===== src/rtl/minority_vote_pipe.sv =====
// Two-stage pipelined N-input bitwise minority/majority voter with a valid/ready stream.
// Optional MINORITY_VOTE_STATS_EN builds the saturating disagreement counter; otherwise disagree_cnt is tied to 0.
module minority_vote_pipe #(
    parameter int unsigned N_IN  = 3,
    parameter int unsigned WIDTH = 8,
    parameter int unsigned CNT_W = 8
) (
    input  logic                    clk,
    input  logic                    rst_n,
    input  logic                    in_valid,
    output logic                    in_ready,
    input  logic [N_IN*WIDTH-1:0]   in_data,
    input  logic                    in_mode,
    output logic                    out_valid,
    input  logic                    out_ready,
    output logic [WIDTH-1:0]        out_data,
    output logic                    out_unanim,
    output logic [CNT_W-1:0]        disagree_cnt
);

    localparam int unsigned OW   = $clog2(N_IN + 1);
    localparam int unsigned HALF = (N_IN - 1) / 2;

    logic [WIDTH-1:0][N_IN-1:0] col_c;
    logic [WIDTH-1:0][OW-1:0]   ones_c;
    logic [WIDTH-1:0]           lane_un_c;
    logic                       unanim_c;
    logic                       s2_load_c;

    logic                       s1_valid;
    logic [WIDTH-1:0][OW-1:0]   s1_ones;
    logic                       s1_mode;
    logic                       s1_unanim;
    logic [WIDTH-1:0]           maj_c;
    logic [WIDTH-1:0]           res_c;

    // Regroup the input into one column of N_IN votes per bit position.
    for (genvar b = 0; b < WIDTH; b++) begin : g_bit
        for (genvar k = 0; k < N_IN; k++) begin : g_word
            assign col_c[b][k] = in_data[k*WIDTH + b];
        end
        assign ones_c[b]    = OW'($countones(col_c[b]));
        assign lane_un_c[b] = (col_c[b] == '0) || (col_c[b] == '1);
        assign maj_c[b]     = (s1_ones[b] > OW'(HALF));
    end

    assign unanim_c  = &lane_un_c;
    assign res_c     = s1_mode ? maj_c : ~maj_c;
    assign s2_load_c = !out_valid || out_ready;
    assign in_ready  = !s1_valid || s2_load_c;

    // Stage 1: per-bit popcount, mode and unanimity flag.
    always_ff @(posedge clk or negedge rst_n) begin
        if (!rst_n) begin
            s1_valid  <= 1'b0;
            s1_ones   <= '0;
            s1_mode   <= 1'b0;
            s1_unanim <= 1'b0;
        end else if (in_ready) begin
            s1_valid <= in_valid;
            if (in_valid) begin
                s1_ones   <= ones_c;
                s1_mode   <= in_mode;
                s1_unanim <= unanim_c;
            end
        end
    end

    // Stage 2: voted result held stable while the consumer stalls.
    always_ff @(posedge clk or negedge rst_n) begin
        if (!rst_n) begin
            out_valid  <= 1'b0;
            out_data   <= '0;
            out_unanim <= 1'b0;
        end else if (s2_load_c) begin
            out_valid <= s1_valid;
            if (s1_valid) begin
                out_data   <= res_c;
                out_unanim <= s1_unanim;
            end
        end
    end

`ifdef MINORITY_VOTE_STATS_EN
    logic [CNT_W-1:0] cnt_q;

    // Counts accepted non-unanimous beats, saturating at all-ones.
    always_ff @(posedge clk or negedge rst_n) begin
        if (!rst_n) begin
            cnt_q <= '0;
        end else if (in_valid && in_ready && !unanim_c && (cnt_q != '1)) begin
            cnt_q <= cnt_q + CNT_W'(1);
        end
    end

    assign disagree_cnt = cnt_q;
`else
    assign disagree_cnt = '0;
`endif

endmodule


===== config.mk =====
export PLATFORM = sky130hd
export DESIGN_NAME = minority_vote_pipe
export DESIGN_NICKNAME = d
export VERILOG_FILES = /design/src/rtl/minority_vote_pipe.sv
export SDC_FILE = /design/constraint.sdc
export NUM_CORES = 1
export LEC_CHECK = 0
export BUFFER_PORTS_ARGS = -buffer_cell sky130_fd_sc_hd__buf_2
export CAP_MARGIN = 10
export CORE_MARGIN = 2
export CORE_UTILIZATION = 42
export DETAILED_ROUTE_END_ITERATION = 8
export GPL_ROUTABILITY_DRIVEN = 1
export GPL_TIMING_DRIVEN = 0
export PLACE_DENSITY_LB_ADDON = 0.15
export SLEW_MARGIN = 20
export SYNTH_ARGS = -nofsm -noshare
export SYNTH_HDL_FRONTEND = slang
export SYNTH_SLANG_ARGS = --single-unit

===== constraint.sdc =====
create_clock -name clk -period 0.95 [get_ports clk]
set_input_delay 0.1425 -clock clk [delete_from_list [all_inputs] [get_ports clk]]
set_output_delay 0.1425 -clock clk [all_outputs]
set_load 0.03 [all_outputs]

==> results of run 1 <==
what timing repair did:
action / CTS / global route
cloned: 1 / 0
resized for setup: 31 / 2
pin swaps: 5 / 2
buffers inserted: 9 / 5
setup endpoints to repair: 30 / 30
hold buffers: 1 / 0
hold endpoints to repair: 21 / 0
kinds of logic (layout without fill, tap and decap cells):
group                      after synthesis  count (layout)  synth area share
AOI/OAI and AO/OA                       17              17            0.0789
xor gates and xnor gates                 8               8            0.0589
adders and majority gates                8               8             0.122
buffers and inverters                   11              69            0.0632
DFF                                     21              21             0.442
muxes                                    8               8            0.0758
other                                    1               8           0.00315
and+or+nand+nor                         34              34             0.156
cell type report:
type	count	area [µm²]
Sequential cell	21	527
Timing Repair Buffer	55	393
Multi-Input combinational cell	83	684
Tap cell	31	38.8
Buffer	10	85.1
Clock buffer	4	26.3
Fill cell	214	980
metrics by stage:
step           std cells  setup WS (ns)  total power (W)  utilization  hold WS (ns)
2_1_floorplan        115         -0.550          0.00182            -        -0.153
3_3_place_gp         185         -0.331          0.00208        0.548         0.113
3_5_place_dp         185         -0.355          0.00212        0.548         0.114
4_1_cts              199         -0.286          0.00282        0.626        0.0736
5_1_grt              204         -0.328          0.00308        0.642        0.0609
6_report             204         -0.272          0.00289        0.642        0.0826
worst reg2reg max path, stage by stage, from the launching register on:
cell and delay, ns:
dfrtp_2 0.43, nand3b_1 0.20, nand2_4 0.16, mux2_4 0.33
flip-flops by register name, summed over array words and instances (netlist names):
name	flops
out_data	8
out_unanim	1
out_valid	1
s1_mode	1
s1_ones	8
s1_unanim	1
s1_valid	1
placed cells by master, fill, tap and decap left out, types with 3 or more instances in the layout:
master    count
dfrtp_1      20
conb_1        8
nor3_1        7
and3_1        7
buf_6        12
o22ai_1       4
xor2_1        8
nand2_2       3
o21ai_1       9
mux2_4        8
fa_1          6
buf_4        22
nand2_1       8
buf_2        28
clkbuf_4      3
per-layer routing:
layer	vias to the layer above	global-route usage
met4	0	0.0797
met5	-	0
met1	438	0.205
met3	2	0.0159
li1	485	-
met2	29	0.271
power by group:
| group | leakage [nW] | switching, W | internal (W) |
|---|---|---|---|
| logic | 0.631 | 0.000606 | 0.000655 |
| clock network | 0.0150 | 0.000243 | 0.000163 |
| registers | 0.253 | 0.000151 | 0.00107 |
worst min-delay path by stage:
| stage | startpoint | end | slack, ns | depth (start not counted) |
|---|---|---|---|---|
| after CTS | in_mode | s1_mode | 0.07 | 2 |
| after floorplan | rst_n | out_data[0] | -0.15 | 0 |
| after global placement | rst_n | out_data[3] | 0.11 | 1 |
| after global routing | in_mode | s1_mode | 0.06 | 2 |
| final | in_mode | s1_mode | 0.08 | 2 |
| after detailed placement | rst_n | out_data[3] | 0.11 | 1 |
==> metrics.txt, run 1 <==
fin crit period 1.22 ns; Diodes inserted 0; CP Max Fanout 3; first-pass GRT wire length 4.06 mm; FF-to-FF Start out_valid; Synth area leader dfrtp_1; fmax 818 MHz; Stages on worst setup path 2; unrepaired setup endpoints after global routing yes; routed wire length 2.38 mm; Max-cap violations 0; GPL Wtd Cong 0.674; max incr delay on CP 0.43 ns; DR DRC count 0; Buf+Inv Stages, Crit Path 1; top layer in use met4; clk buf depth 2; clk slew on worst S/H paths 0.11 ns; critical-path cell list nand3b_1, buf_6; vias per inst 4.68; routed length on met3 101 µm; Peak VDD IR 1.32 mV; Post-DP Area 0.00150 mm²; Worst EP required 0.81 ns; top cell type's share of synthesized area 0.442; Worst setup SP type flop; endpoints failing hold 0; PnR worst setup slack -0.272 ns; later-pin clock latency in the skew report 0.29 ns; Die Height 57.2 µm; most common cell in the netlist dfrtp_1; Detail Route Antenna Nets 0; Mapped Cells 108; initial DRC count 15; via count 954; Starting Density 0.435; setup tns final -4.52 ns; Layout area overhead 47.6%; flop2flop setup slack -0.26 ns; Critical Path Slowest Stage Cell dfrtp_2; H-tree Lvls 1; Pleak 0.899 nW; nets@finish 211; largest net degree at the start of global routing 22; CP startpoint out_valid; Detailed Place HPWL 1.79 mm; number of global-route vias before repair 931; Netlist cell types 21; Port Buf Inserts 39; CTS tree done; FP Rows 19; r2r endpoint s1_ones[15]; ys async rst share 1.00; die area 0.00327 mm²; WL/cell 11.7 µm; Die W 57.2 µm; CORE AREA 0.00273 mm²; WP data arrival 1.08 ns; routed wl met2 1.26 mm; Final period util 1.29; gr ovfl total 0; Post-synth EDFFs 0; total CTS buffers 3; I/O pin cnt 48; most frequent cells after synthesis dfrtp_1, nand2_1, o21ai_0; delay-heaviest family, CP flip-flops; layout cell share with drive strength beyond 1 0.503; CTS Sinks 21; Area contributors post-synth dfrtp_1, fa_1, mux2_2, xor2_1, buf_4; Setup CP Type reg -> out; gr usage total 0.160; post-synthesis register bit count 21; Design Area, Final 0.00175 mm²; skew final 0.00178 ns; M1 wire length 997 µm; Post-Syn Area 0.00119 mm²; initial antenna violation count 0; Slew Viols, Final 0; Reg2Reg Depth 3; failing checks negative setup slack; Hold/Removal Path Class in -> reg; CP endpoint kind output port; Power Dens Cells 1650 mW/mm²; drt pass-1 iters 4; status finished with violations; YS warnings 0; mean post-synth cell area 11.0 µm²; post-synthesis sequential area ratio 0.442; Setup violations, final 30; CTS root buffer clkbuf_4; worst setup path endpoint in_ready; Most used DFF post-synth dfrtp_1
No activity file was read; power rests on OpenSTA's default activity.
==> run 2, diff against run 1 <==
Settings changed: CORE_UTILIZATION 42 to 40, CTS_CLUSTER_DIAMETER from default to 80.
==> run 2 against run 1 <==
Compared with the run above: the run still ends with negative setup slack left; critical endpoint unchanged; utilization down 3.0 points; highest routed layer unchanged; first-iteration DRC count up 27%; largest power group is now sequential cells; non-clock buffer count down 5; clock power up 4%; combinational power down 5%; critical path type unchanged; critical path depth unchanged; register-to-register slack about the same; fmax down 0.89%; power down 1.5%; wire length down 7.9%; count of clock-buffer cells in the layout unchanged.
==> metrics.txt, run 2 (synthesized netlist as in run 1, its figures left out) <==
Layout area overhead 43.2% (was 47.6%); Final period util 1.30 (was 1.29); total CTS buffers 3 (unchanged); gr ovfl total 0 (unchanged); CTS Sinks 21 (unchanged); skew final 0.0104 ns (was 0.00178 ns); routed wire length 2.20 mm (was 2.38 mm); top layer in use met4 (unchanged); Diodes inserted 0 (unchanged); fmax 811 MHz (was 818 MHz); fin crit period 1.23 ns (was 1.22 ns); Top Registers out_data x8, s1_ones x8 (unchanged); setup tns final -4.45 ns (was -4.52 ns); routed wl met2 1.10 mm (was 1.26 mm); vias per inst 4.72 (was 4.68); clk slew on worst S/H paths 0.12 ns (was 0.11 ns); Power, Total 0.00284 W (was 0.00289 W); M1 wire length 955 µm (was 997 µm); Setup CP Type reg -> out (unchanged); CTS root buffer clkbuf_4 (unchanged); Die W 58.5 µm (was 57.2 µm); most frequent cells in the layout buf_2, dfrtp_1, buf_4 (was buf_2, buf_4, dfrtp_1); Critical Path Slowest Stage Cell dfrtp_2 (unchanged); Setup violations, final 30 (unchanged); Pleak 0.872 nW (was 0.899 nW); largest net degree at the start of global routing 22 (unchanged); Post-DP Area 0.00150 mm² (unchanged); Max-cap violations 0 (unchanged); status finished with violations (unchanged); nets@finish 206 (was 211); initial DRC count 19 (was 15); Detail Route Antenna Nets 0 (unchanged); layout cell share with drive strength beyond 1 0.488 (was 0.503); # placed instances 185 (unchanged); CTS tree done (unchanged); CP Max Fanout 3 (unchanged); Hold/Removal Path Class in -> reg (unchanged); most common cell after layout, fill and taps aside buf_2 (unchanged); endpoints failing hold 0 (unchanged); number of global-route vias before repair 885 (was 931); FP Rows 19 (unchanged); Starting Density 0.427 (was 0.435); drt pass-1 iters 4 (unchanged); H-tree Lvls 1 (unchanged); CP endpoint kind output port (unchanged); Slew Viols, Final 0 (unchanged); WL/cell 11.0 µm (was 11.7 µm); Port Buf Inserts 39 (unchanged); Detailed Place HPWL 1.73 mm (was 1.79 mm); gr usage total 0.139 (was 0.160); critical-path cell list nand3b_1, buf_6 (unchanged); DR DRC count 0 (unchanged); clk buf depth 2 (unchanged); unrepaired setup endpoints after global routing yes (unchanged); Power Dens Cells 1670 mW/mm² (was 1650 mW/mm²); via count 940 (was 954); initial antenna violation count 0 (unchanged); WP data arrival 1.09 ns (was 1.08 ns); first-pass GRT wire length 3.68 mm (was 4.06 mm); CORE AREA 0.00278 mm² (was 0.00273 mm²); later-pin clock latency in the skew report 0.30 ns (was 0.29 ns); die area 0.00342 mm² (was 0.00327 mm²); Peak VDD IR 1.51 mV (was 1.32 mV); GPL Wtd Cong 0.696 (was 0.674); Filler Cell Count 241 (was 214); Worst setup SP type flop (unchanged); Post-Layout Cell Count 199 (was 204); routed length on met3 105 µm (was 101 µm); I/O pin cnt 48 (unchanged); max incr delay on CP 0.44 ns (was 0.43 ns); Worst EP required 0.81 ns (about the same); Design Area, Final 0.00170 mm² (was 0.00175 mm²); Die Height 58.5 µm (was 57.2 µm); failing checks negative setup slack (unchanged); PnR worst setup slack -0.283 ns (was -0.272 ns)
## run 2: metal layers
| metal | vias up | track usage |
|---|---|---|
| met5 | - | 0 |
| met4 | 0 | 0.0698 |
| met3 | 4 | 0.00659 |
| met2 | 33 | 0.239 |
| met1 | 428 | 0.177 |
| li1 | 475 | - |
## run 2: what timing repair did
action / CTS / global route
hold buffers: 1 / 0
endpoints found under the hold margin: 21 / 0
gates resized for setup: 29 / 3
pin swaps: 2 / 2
buffers inserted: 7 / 3
endpoints found under the setup margin: 30 / 30
## run 2: metrics by stage
step	setup WS (ns)	utilization	hold WS (ns)
floorplan	-0.550	-	-0.153
global placement	-0.329	0.538	0.110
detailed placement	-0.351	0.538	0.117
CTS	-0.284	0.599	0.0708
global route	-0.347	0.612	0.0644
finish	-0.283	0.612	0.0761
## run 2: power breakdown
part           internal (W)  switching (W)  leakage, nW
clock network      0.000163       0.000258       0.0150
logic              0.000627       0.000577        0.604
registers           0.00107       0.000148        0.253
total               0.00186       0.000984        0.872
## run 2: worst max-delay path, delay by kind of cell, from the launching register on
| kind | cells | cell delay [ns] |
|---|---|---|
| buffers and inverters | 1 | 0.17 |
| DFF | 1 | 0.44 |
| and+or+nand+nor | 1 | 0.19 |
## run 2: worst paths after layout
kind / from / end / slack [ns] / depth (start not counted)
worst max-delay path: out_valid / in_ready / -0.28 / 2
worst min-delay path: in_mode / s1_mode / 0.08 / 2
worst max register to register: out_valid / s1_mode / -0.27 / 3
worst min register to register: s1_unanim / s1_unanim / 0.52 / 2
max in group asynchronous: rst_n / out_valid / 0.29 / 2
min in group asynchronous: rst_n / s1_ones[7] / 0.33 / 2
## run 2: final cells by class
| class | count | area (µm²) | share of cell area |
|---|---|---|---|
| Buffer | 10 | 88.8 | 0.0522 |
| Clock buffer | 4 | 26.3 | 0.0154 |
| Multi-Input combinational cell | 83 | 672 | 0.395 |
| Sequential cell | 21 | 527 | 0.310 |
| Tap cell | 31 | 38.8 | 0.0228 |
| Timing Repair Buffer | 50 | 349 | 0.205 |
==> run 3, diff against run 2 <==
Settings changed: CORE_MARGIN 2 to default.
==> run 3 against run 2 <==
Compared with the run above: the run still ends with negative setup slack left; utilization shrank 0.27 points; non-clock buffer count fell by 1; register-to-register slack barely moved; first-iteration DRC count down 47%; critical path depth unchanged; final cell count down 0.50%; count of clock-buffer cells in the layout unchanged; die area fell by 6.7%; via count grew 2.8%; fmax shrank 0.81%; power fell by 0.49%; critical path type unchanged; largest power group unchanged.
==> metrics.txt, run 3 (synthesized netlist as in run 1, its figures left out) <==
drt pass-1 iters 4 (unchanged); fmax 804 MHz (was 811 MHz); FF-to-FF Start out_valid (unchanged); worst setup path endpoint in_ready (unchanged); first-pass GRT wire length 3.81 mm (was 3.68 mm); Detailed Place HPWL 1.78 mm (was 1.73 mm); Worst EP required 0.81 ns (about the same); max incr delay on CP 0.44 ns (about the same); largest net degree at the start of global routing 22 (unchanged); Critical Path Slowest Stage Cell dfrtp_2 (unchanged); unrepaired setup endpoints after global routing yes (unchanged); failing checks negative setup slack (unchanged); Detail Route Antenna Nets 0 (unchanged); Final period util 1.31 (was 1.30); Post-DP Area 0.00150 mm² (unchanged); WP data arrival 1.10 ns (was 1.09 ns); Die Height 56.5 µm (was 58.5 µm); vias per inst 4.88 (was 4.72); most common cell after layout, fill and taps aside buf_2 (unchanged); top layer in use met4 (unchanged); PnR worst setup slack -0.294 ns (was -0.283 ns); CP endpoint kind output port (unchanged); DR DRC count 0 (unchanged); CTS Sinks 21 (unchanged); clk buf depth 2 (unchanged); Setup violations, final 30 (unchanged); initial DRC count 10 (was 19); WL/cell 12.1 µm (was 11.0 µm); CTS tree done (unchanged); Design Area, Final 0.00169 mm² (was 0.00170 mm²); gr ovfl total 0 (unchanged); Power Dens Cells 1670 mW/mm² (about the same); layout cell share with drive strength beyond 1 0.485 (was 0.488); Pleak 0.872 nW (about the same); Slew Viols, Final 0 (unchanged); routed length on met3 103 µm (was 105 µm); routed wire length 2.40 mm (was 2.20 mm); Layout area overhead 42.5% (was 43.2%); pre-CTS WS -0.348 ns (was -0.351 ns); initial antenna violation count 0 (unchanged); total CTS buffers 3 (unchanged); Worst setup SP type flop (unchanged); Diodes inserted 0 (unchanged); GPL Wtd Cong 0.688 (was 0.696); Peak VDD IR 1.40 mV (was 1.51 mV); CORE AREA 0.00278 mm² (unchanged); routed wl met2 1.26 mm (was 1.10 mm); fin crit period 1.24 ns (was 1.23 ns); critical-path cell list nand3b_1, buf_6 (unchanged); I/O pin cnt 48 (unchanged); Starting Density 0.427 (unchanged); FP Rows 19 (unchanged); H-tree Lvls 1 (unchanged); CP Max Fanout 3 (unchanged); Reg2Reg Depth 3 (unchanged); CP startpoint out_valid (unchanged); number of global-route vias before repair 916 (was 885); skew final 0.00891 ns (was 0.0104 ns); flop2flop setup slack -0.28 ns (was -0.27 ns); Power, Total 0.00283 W (was 0.00284 W); endpoints failing hold 0 (unchanged); most frequent cells in the layout buf_2, dfrtp_1, buf_4 (unchanged); Top Registers out_data x8, s1_ones x8 (unchanged); Die W 56.5 µm (was 58.5 µm); Max-cap violations 0 (unchanged); Hold/Removal Path Class in -> reg (unchanged); via count 966 (was 940); status finished with violations (unchanged); clk slew on worst S/H paths 0.12 ns (about the same); later-pin clock latency in the skew report 0.30 ns (about the same); Port Buf Inserts 39 (unchanged); Setup CP Type reg -> out (unchanged); die area 0.00319 mm² (was 0.00342 mm²); nets@finish 205 (was 206); CTS root buffer clkbuf_4 (unchanged); r2r endpoint s1_ones[1] (was s1_mode); M1 wire length 1.01 mm (was 955 µm); gr usage total 0.155 (was 0.139)
run 3: layer usage:
layer | track usage | up-vias
li1 | - | 469
met3 | 0.0138 | 2
met4 | 0.0836 | 0
met1 | 0.182 | 465
met2 | 0.276 | 30
met5 | 0 | -
run 3: report_power, final:
group          internal, W  total, W  leakage (nW)  switching (W)
logic             0.000598   0.00118         0.604       0.000584
clock network     0.000163  0.000423        0.0150       0.000260
registers          0.00107   0.00122         0.253       0.000155
total              0.00183   0.00283         0.872       0.000999
run 3: worst max-delay path: cells and delay by family (launching register included):
kind / cells / cell delay (ns)
flip-flops: 1 / 0.44
AND/OR/NAND/NOR: 1 / 0.20
buffers and inverters: 1 / 0.17
run 3: how the worst min path moves through the flow:
stage               startpoint  depth (start not counted)  slack [ns]          end
detailed placement       rst_n                          1        0.12  out_data[3]
global placement         rst_n                          1        0.11  out_data[3]
global route           in_mode                          2        0.06      s1_mode
finish                 in_mode                          2        0.07      s1_mode
floorplan                rst_n                          0       -0.15  out_data[0]
CTS                    in_mode                          2        0.06      s1_mode
run 3: through the flow:
stage | instances | utilization | hold slack, ns | TNS (ns)
CTS | 196 | 0.597 | 0.0632 | -4.47
global placement | 185 | 0.538 | 0.108 | -3.17
finish | 198 | 0.609 | 0.0749 | -4.70
global route | 198 | 0.609 | 0.0608 | -6.33
floorplan | 115 | - | -0.153 | -6.68
detailed placement | 185 | 0.538 | 0.116 | -3.62
run 3: what timing repair did:
| item | 4_1_cts | 5_1_grt |
|---|---|---|
| buffers inserted | 7 | 3 |
| hold buffers | 1 | 0 |
| pin swaps | 3 | 1 |
| hold endpoints to repair | 21 | 0 |
| resized for setup | 27 | 4 |
| setup endpoints to repair | 30 | 31 |
run 3: layout make-up:
class	count	area, µm²
Buffer	10	85.1
Multi-Input combinational cell	83	676
Fill cell	249	1090
Tap cell	31	38.8
Clock buffer	4	26.3
Timing Repair Buffer	49	342
Sequential cell	21	527
